$ cat src/rtl/nn_pkg.sv
// nn_pkg: shared definitions for the neuron building blocks.
//   - default data / fractional widths
//   - neuron FSM state encoding
//   - signed saturation bounds for an arbitrary output width
package nn_pkg;

   localparam int unsigned NN_DATA_W = 8;
   localparam int unsigned NN_FRAC_W = 7;

   typedef enum logic [1:0] {
      IDLE  = 2'd0,
      ACCUM = 2'd1,
      DONE  = 2'd2
   } nn_state_e;

   // Largest value representable in a signed field of the given width
   function automatic logic signed [63:0] sat_max(input int unsigned width);
      return (64'sd1 <<< (width - 1)) - 64'sd1;
   endfunction

   // Smallest value representable in a signed field of the given width
   function automatic logic signed [63:0] sat_min(input int unsigned width);
      return -(64'sd1 <<< (width - 1));
   endfunction

endpackage

$ cat src/rtl/nn_saturate.sv
// nn_saturate: combinational signed clip from IN_W bits down to OUT_W bits.
// Ports:
//   sum_i  in  IN_W   signed value to clip
//   out_c  out OUT_W  clipped value (two's complement)
//   sat_c  out 1      set when sum_i lay outside the OUT_W signed range
module nn_saturate
   import nn_pkg::*;
#(
   parameter int unsigned IN_W  = 18,
   parameter int unsigned OUT_W = 8
) (
   input  logic signed [IN_W-1:0]  sum_i,
   output logic        [OUT_W-1:0] out_c,
   output logic                    sat_c
);

   localparam logic signed [IN_W-1:0] MAX_V = IN_W'(sat_max(OUT_W));
   localparam logic signed [IN_W-1:0] MIN_V = IN_W'(sat_min(OUT_W));

   // Clip to the representable range, flagging any clipping
   always_comb begin
      out_c = sum_i[OUT_W-1:0];
      sat_c = 1'b0;
      if (sum_i > MAX_V) begin
         out_c = MAX_V[OUT_W-1:0];
         sat_c = 1'b1;
      end else if (sum_i < MIN_V) begin
         out_c = MIN_V[OUT_W-1:0];
         sat_c = 1'b1;
      end
   end

endmodule

$ cat src/rtl/mac_neuron.sv
// mac_neuron: sequential fixed-point neuron. Accumulates N_IN signed w*x
// products, scales by FRAC_W (floor), adds bias, saturates to DATA_W.
// Ports:
//   clk, rst              clock, synchronous active-high reset
//   in_valid / in_ready   input pair handshake (w, x; b on first pair)
//   w, x, b               signed weight, input, bias
//   out_valid / out_ready result handshake
//   out, sat              signed saturated result and clip flag
module mac_neuron
   import nn_pkg::*;
#(
   parameter int unsigned DATA_W = NN_DATA_W,
   parameter int unsigned FRAC_W = NN_FRAC_W,
   parameter int unsigned N_IN   = 4,
   parameter int unsigned ACC_W  = 2 * DATA_W + $clog2(N_IN) + 1
) (
   input  logic              clk,
   input  logic              rst,
   input  logic              in_valid,
   output logic              in_ready,
   input  logic [DATA_W-1:0] w,
   input  logic [DATA_W-1:0] x,
   input  logic [DATA_W-1:0] b,
   output logic              out_valid,
   input  logic              out_ready,
   output logic [DATA_W-1:0] out,
   output logic              sat
);

   localparam int unsigned PROD_W = 2 * DATA_W;
   localparam int unsigned CNT_W  = (N_IN > 1) ? $clog2(N_IN) : 1;
   localparam int unsigned SUM_W  = ACC_W + 1;
   localparam logic [CNT_W-1:0] CNT_LAST = CNT_W'(N_IN - 1);

   nn_state_e state_q, state_d;

   logic signed [ACC_W-1:0]  acc_q, acc_d;
   logic        [CNT_W-1:0]  cnt_q, cnt_d;
   logic signed [DATA_W-1:0] b_q, b_d;
   logic                     in_ready_q, in_ready_d;
   logic                     out_valid_q, out_valid_d;
   logic        [DATA_W-1:0] out_q, out_d;
   logic                     sat_q, sat_d;

   logic                     accept, first, last;
   logic signed [PROD_W-1:0] w_ext, x_ext, prod;
   logic signed [ACC_W-1:0]  prod_ext, acc_next, acc_shift;
   logic signed [DATA_W-1:0] b_next;
   logic signed [SUM_W-1:0]  sum;
   logic        [DATA_W-1:0] sat_out;
   logic                     sat_flag;

   assign accept = in_valid && in_ready_q;
   assign first  = (state_q == IDLE);
   assign last   = (cnt_q == CNT_LAST);

   // Full-precision signed product, sign-extended into the accumulator
   assign w_ext    = {{DATA_W{w[DATA_W-1]}}, w};
   assign x_ext    = {{DATA_W{x[DATA_W-1]}}, x};
   assign prod     = w_ext * x_ext;
   assign prod_ext = ACC_W'(prod);

   // First pair of a group overwrites the accumulator and captures the bias
   assign acc_next = first ? prod_ext : acc_q + prod_ext;
   assign b_next   = first ? b : b_q;

   // Arithmetic shift floors toward -inf; the result is formed from the
   // post-accept values so it is ready the cycle after the last pair
   assign acc_shift = acc_next >>> FRAC_W;
   assign sum       = SUM_W'(acc_shift) + SUM_W'(b_next);

   nn_saturate #(
      .IN_W  (SUM_W),
      .OUT_W (DATA_W)
   ) u_sat (
      .sum_i (sum),
      .out_c (sat_out),
      .sat_c (sat_flag)
   );

   // State register
   always_ff @(posedge clk) begin
      if (rst) state_q <= IDLE;
      else     state_q <= state_d;
   end

   // Next-state logic
   always_comb begin
      state_d = state_q;
      case (state_q)
         IDLE, ACCUM: if (accept) state_d = last ? DONE : ACCUM;
         DONE:        if (out_valid_q && out_ready) state_d = IDLE;
         default:     state_d = IDLE;
      endcase
   end

   // Datapath and output next values
   always_comb begin
      acc_d       = acc_q;
      cnt_d       = cnt_q;
      b_d         = b_q;
      out_d       = out_q;
      sat_d       = sat_q;
      out_valid_d = out_valid_q;
      in_ready_d  = (state_d != DONE);
      if (accept) begin
         acc_d = acc_next;
         b_d   = b_next;
         cnt_d = last ? '0 : cnt_q + CNT_W'(1);
      end
      if (accept && last) begin
         out_valid_d = 1'b1;
         out_d       = sat_out;
         sat_d       = sat_flag;
      end else if (out_valid_q && out_ready) begin
         out_valid_d = 1'b0;
      end
   end

   // Datapath and output registers
   always_ff @(posedge clk) begin
      if (rst) begin
         acc_q       <= '0;
         cnt_q       <= '0;
         b_q         <= '0;
         in_ready_q  <= 1'b0;
         out_valid_q <= 1'b0;
         out_q       <= '0;
         sat_q       <= 1'b0;
      end else begin
         acc_q       <= acc_d;
         cnt_q       <= cnt_d;
         b_q         <= b_d;
         in_ready_q  <= in_ready_d;
         out_valid_q <= out_valid_d;
         out_q       <= out_d;
         sat_q       <= sat_d;
      end
   end

   assign in_ready  = in_ready_q;
   assign out_valid = out_valid_q;
   assign out       = out_q;
   assign sat       = sat_q;

endmodule
$ cat config.mk
export PLATFORM = sky130hd
export DESIGN_NAME = mac_neuron
export DESIGN_NICKNAME = d
export VERILOG_FILES = /design/src/rtl/nn_pkg.sv /design/src/rtl/nn_saturate.sv /design/src/rtl/mac_neuron.sv
export SDC_FILE = /design/constraint.sdc
export NUM_CORES = 1
export LEC_CHECK = 0
export CAP_MARGIN = 10
export CORE_ASPECT_RATIO = 1.25
export CORE_UTILIZATION = 40
export CTS_CLUSTER_DIAMETER = 30
export DETAILED_ROUTE_END_ITERATION = 16
export SETUP_SLACK_MARGIN = 0.2
export SLEW_MARGIN = 15
export SYNTH_ARGS = -nofsm -noshare
export SYNTH_HDL_FRONTEND = slang
export SYNTH_SLANG_ARGS = --single-unit
export TNS_END_PERCENT = 50
$ cat constraint.sdc
create_clock -name clk -period 18.65 [get_ports clk]
set_input_delay 3.73 -clock clk [delete_from_list [all_inputs] [get_ports clk]]
set_output_delay 3.73 -clock clk [all_outputs]
set_load 0.02 [all_outputs]
==> results.txt, run 1 <==
Setup violators final: 0
EDFF count, synth: 0
Final instance area: 0.00649 sq mm
Hold EP: acc_q[2]$_SDFFE_PP0P_
Synth top area cells: fa_1, dfxtp_1, ha_1
RSZ-0062 raised after global routing: false
Main synth FF type: dfxtp_1
Final Non-Filler Cells: 927
Post-route setup TNS: 0 ps
Worst slew pin tran: 650 ps
Worst-path fanout max: 9
Area after DPL: 0.00632 sq mm
Synthesized area: 0.00576 sq mm
Final setup skew: 8.24 ps
Flop-to-flop setup slack: 14,200 ps
R2R Path End: sat$_SDFFE_PP0P_
Most frequent cells in the layout: inv_1, nand2_1, nor2_1
CTS clk-pin slew, worst paths: 70 ps
Min-Delay Path Depth: 2
Post-route minimum period: 11,640 ps
Fraction of layout cells with a size suffix above 1: 3.59%
Commonest non-fill, non-tap cell in the layout: inv_1
Vias in the first global route: 4,945
FP Rows: 48
CTS sink cnt: 42
Synthesized netlist net count: 867
Vias per cell: 5.22
Worst Hold Class: reg -> reg
Ys Warns: 0
# DRC: 0
Die height: 136 um
Hold Crit Start: acc_q[2]$_SDFFE_PP0P_
Area Growth Syn to Fin: 12.5%
Area share of the largest cell type after synthesis: 19.8%
Async SR Flop Fraction: 0%
Area of the multi-input gates: 0.00449 sq mm
DP Cell Count: 919
Worst Path Required: 18,810 ps
Count of cell types in the netlist: 63
Port Buf Inserts: 38
IO Pins: 39
Post-CTS Setup Bufs: 0
CTS max path bufs: 2
Drt initial violations: 299
Final count of pins violating max slew: 0
Detailed-route wire length per cell: 13.9 um
Sequential cell area: 841 sq um
Clk root buf: clkbuf_16
Final Hold Violating Endpoints: 0
Worst R2R Path Depth: 19
Num CTS Buffers: 5
CTS tree: done
Dominant cell type by area after synthesis: fa_1
Total track usage: 19.2%
Fill count: 1,398
Crit path DAT: 11,800 ps
Clock latency on the worst-skew pair: 290 ps
Antenna violations before repair: 0
Post-Synthesis Cells: 721
Gr ovfl total: 0
Die width: 109 um
Initial Utilization: 41.4%
Max-slew headroom: 56.7%
Htree depth: 2
Utilization after layout: 46.6%
Worst Setup Path Type: in -> reg
Antenna diodes: 0
Routability cong.: 0.877
Syn Area/Cell: 7.99 sq um
Vias: 4,840
Total core area: 0.0139 sq mm
Register area share after synthesis: 14.6%
Critical Path Sink Type: flop
Hold-fix buffers, CTS: 0
Die ar.: 0.0149 sq mm
FF-to-FF Start: acc_q[0]$_SDFFE_PP0P_
Final #Nets: 897
Outcome: finished clean
Max_cap viols: 0
First-pass DRT Iterations: 4
Largest net degree at the start of global routing: 43
Crit start category: input port
Global-route wire length before repair: 22,900 um
Dpl hpwl: 10,300 um
Final WL: 12,900 um
Highest clock rate: 85.9 MHz
Final ANT Viol Nets: 0
#FFs+latches synth: 42
Post-cts gate resize count: 0
Ratio of final minimum period to clock period: 62.4%
synth_stat cells (5+ instances only):
library cell	instances
nand2b_1	14
nor2_1	64
clkbuf_1	18
a31oi_1	5
mux2i_1	6
a21oi_1	42
a211oi_1	8
inv_1	96
o21ai_0	31
xor2_1	11
xnor2_1	19
and2_1	43
fa_1	57
o21ai_1	6
ha_1	61
a21o_1	6
nand3_1	12
dfxtp_1	42
a311oi_1	6
nand2_1	80
o21a_1	7
nor3_1	23
state kept, by name, summed over array words and instances (netlist names):
signal	cells
sat	1
cnt_q	2
acc_q	19
state_q	2
out_valid	1
b_q	8
in_ready	1
out	8
final cells by class:
class                           instances  area share, %
Multi-Input combinational cell        565           69.3
Sequential cell                        42           13.0
Timing Repair Buffer                   41           6.21
Inverter                               96           5.56
Tap cell                              175           3.38
Clock buffer                            5           1.93
Clock inverter                          3          0.675
how the worst max path moves through the flow:
| stage | startpoint | to | slack [ps] | cells after the start |
|---|---|---|---|---|
| after CTS | x[3] | out[4]$_SDFFE_PP0P_ | 6950 | 27 |
| after detailed placement | x[3] | sat$_SDFFE_PP0P_ | 6650 | 27 |
| after global routing | x[2] | out[0]$_SDFFE_PP0P_ | 6510 | 28 |
| final | x[3] | sat$_SDFFE_PP0P_ | 7010 | 27 |
| after floorplan | w[7] | sat$_SDFFE_PP0P_ | 7900 | 26 |
| after global placement | x[4] | sat$_SDFFE_PP0P_ | 6860 | 27 |
routing by layer:
layer / vias to the layer above / GRT usage [%] / wire (um)
met5: - / 0 / 0
met2: 62 / 35.0 / 6610
met3: 15 / 1.49 / 281
met1: 2298 / 23.9 / 5860
li1: 2465 / - / -
met4: 0 / 5.26 / 178
stage by stage:
step                      worst slack (ps)  hold slack (ps)
after detailed placement              6650              458
after global placement                6860              445
final                                 7010              462
after floorplan                       7900              436
after CTS                             6950              469
after global routing                  6510              486
kinds of logic (layout without fill, tap and decap cells):
family / count (synthesis) / count (layout) / share of synthesized area (%)
simple gates: 262 / 262 / 21.9
compound gates: 147 / 147 / 17.0
xor+xnor: 31 / 31 / 4.84
flops: 42 / 42 / 14.6
mux: 7 / 7 / 1.28
buf+inv: 114 / 145 / 7.43
fa+ha+maj: 118 / 118 / 33.0
worst max-delay path: stages:
cell	delay [ps]
clkdlybuf4s50_1	540
and2_1	250
fa_1	620
inv_1	150
fa_1	550
inv_1	60
fa_1	530
inv_1	60
fa_1	530
inv_1	50
ha_1	310
or2_2	300
a21oi_1	250
a21oi_4	70
mux2i_2	190
nor4b_4	580
ha_1	360
a221oi_1	390
a31o_2	220
mux2i_1	310
xor2_1	120
ha_1	340
or3b_2	460
a211oi_1	330
o21ai_0	210
o21ai_2	200
a211oi_1	120
Power of run 1 is not shown: default switching activity piles up to over one toggle a cycle in this logic, so the estimate is an artifact.
==> run 2: changes to the inputs <==
==> constraint.sdc (replaced) <==
create_clock -name clk -period 10.79 [get_ports clk]
set_input_delay 2.158 -clock clk [delete_from_list [all_inputs] [get_ports clk]]
set_output_delay 2.158 -clock clk [all_outputs]
set_load 0.02 [all_outputs]
==> results.txt, run 2 (synthesis gave the netlist of run 1 again) <==
Outcome: finished clean (unchanged)
Drt initial violations: 272 (was 299)
Crit start category: input port (unchanged)
CTS clk-pin slew, worst paths: 70 ps (about the same)
FP Rows: 48 (unchanged)
Gr ovfl total: 0 (unchanged)
Die height: 136 um (unchanged)
Most frequent cells in the layout: inv_1, nand2_1, nor2_1 (unchanged)
Setup violators final: 0 (unchanged)
Initial Utilization: 41.4% (unchanged)
Antenna diodes: 0 (unchanged)
First-pass DRT Iterations: 4 (unchanged)
Worst-path fanout max: 9 (unchanged)
Slowest-stage cell, CP: fa_1 (unchanged)
Post-cts gate resize count: 0 (unchanged)
RSZ-0062 raised after global routing: false (unchanged)
Final #Nets: 898 (was 897)
Highest clock rate: 101 MHz
Worst Setup Slack, final: 923 ps (was 7010 ps)
Htree depth: 2 (unchanged)
Critical Path Sink Type: flop (unchanged)
Final ANT Viol Nets: 0 (unchanged)
Crit path DAT: 10,020 ps (was 11,800 ps)
Vias: 4,874 (was 4,840)
Final WL: 12,900 um (about the same)
Most flops, register: acc_q (unchanged)
Largest net degree at the start of global routing: 43 (unchanged)
Dpl hpwl: 10,400 um (was 10,300 um)
Fraction of layout cells with a size suffix above 1: 3.72% (was 3.59%)
Worst slew pin tran: 654 ps (was 650 ps)
Area Growth Syn to Fin: 12.7% (was 12.5%)
Total core area: 0.0139 sq mm (unchanged)
Post-route setup TNS: 0 ps (unchanged)
Worst Path Required: 10,950 ps (was 18,810 ps)
Total track usage: 18.9% (was 19.2%)
Num CTS Buffers: 5 (unchanged)
Post-route minimum period: 9870 ps
CTS max path bufs: 2 (unchanged)
Post-CTS Setup Bufs: 0 (unchanged)
Fill count: 1,422 (was 1,398)
Detailed-route wire length per cell: 14.0 um (was 13.9 um)
Max-slew headroom: 56.4% (was 56.7%)
Clk root buf: clkbuf_16 (unchanged)
# DRC: 0 (unchanged)
Antenna violations before repair: 0 (unchanged)
Global-route wire length before repair: 22,700 um (was 22,900 um)
Commonest non-fill, non-tap cell in the layout: inv_1 (unchanged)
Final setup skew: 8.52 ps (was 8.24 ps)
Utilization after layout: 46.6% (about the same)
Die width: 109 um (unchanged)
Die ar.: 0.0149 sq mm (unchanged)
Clock latency on the worst-skew pair: 290 ps (about the same)
Max_cap viols: 0 (unchanged)
CTS sink cnt: 42 (unchanged)
Sequential cell area: 841 sq um (unchanged)
Largest stage delay, worst path: 610 ps (was 620 ps)
Worst Hold Class: reg -> reg (unchanged)
Hold-fix buffers, CTS: 0 (unchanged)
Area of the multi-input gates: 0.00449 sq mm (unchanged)
Ratio of final minimum period to clock period: 91.4%
Port Buf Inserts: 38 (unchanged)
Vias per cell: 5.25 (was 5.22)
IO Pins: 39 (unchanged)
Worst Setup Path Type: in -> reg (unchanged)
Setup WS pre-CTS: 594 ps (was 6650 ps)
Vias in the first global route: 4,993 (was 4,945)
Routability cong.: 0.876 (was 0.877)
Final count of pins violating max slew: 0 (unchanged)
CTS tree: done (unchanged)
Final Hold Violating Endpoints: 0 (unchanged)
Max FFs per register: 19 (unchanged)
-- run 2: critical path, delay by kind of cell --
| kind | cells | cell delay (ps) |
|---|---|---|
| multiplexers | 2 | 500 |
| XOR/XNOR | 1 | 130 |
| adder cells (fa/ha/maj) | 7 | 3130 |
| AND/OR/NAND/NOR | 4 | 1260 |
| AO/OA/AOI/OAI | 8 | 1790 |
| buffers and inverters | 6 | 1050 |
-- run 2: layout make-up --
| type | count | share of cell area [%] |
|---|---|---|
| Multi-Input combinational cell | 565 | 69.2 |
| Sequential cell | 42 | 12.9 |
| Inverter | 96 | 5.55 |
| Clock inverter | 3 | 0.674 |
| Clock buffer | 5 | 1.93 |
| Tap cell | 175 | 3.37 |
| Timing Repair Buffer | 42 | 6.32 |
-- run 2: per-layer routing --
layer,vias to the layer above,global-route usage (%),part of all wire [%]
li1,2470,-,-
met1,2320,23.7,45
met2,71,34.9,51
met3,13,1.39,2.8
met4,0,4.07,1.2
met5,-,0,0
-- run 2: worst paths after layout --
kind                    startpoint                    end  slack [ps]  cells after the start
min reg2reg  acc_q[7]$_SDFFE_PP0P_  acc_q[7]$_SDFFE_PP0P_         460                      2
max                           x[3]       sat$_SDFFE_PP0P_         920                     28
max reg2reg  acc_q[0]$_SDFFE_PP0P_       sat$_SDFFE_PP0P_        6240                     19
min          acc_q[7]$_SDFFE_PP0P_  acc_q[7]$_SDFFE_PP0P_         460                      2
-- run 2: metrics by stage --
stage / cells / hold WS [ps] / area [sq um]
after global placement: 920 / 445 / 6320
after detailed placement: 920 / 452 / 6320
final: 928 / 464 / 6490
after global routing: 928 / 489 / 6490
after CTS: 928 / 465 / 6490
after floorplan: 721 / 436 / 5760
Power of run 2 is left out for the same reason.
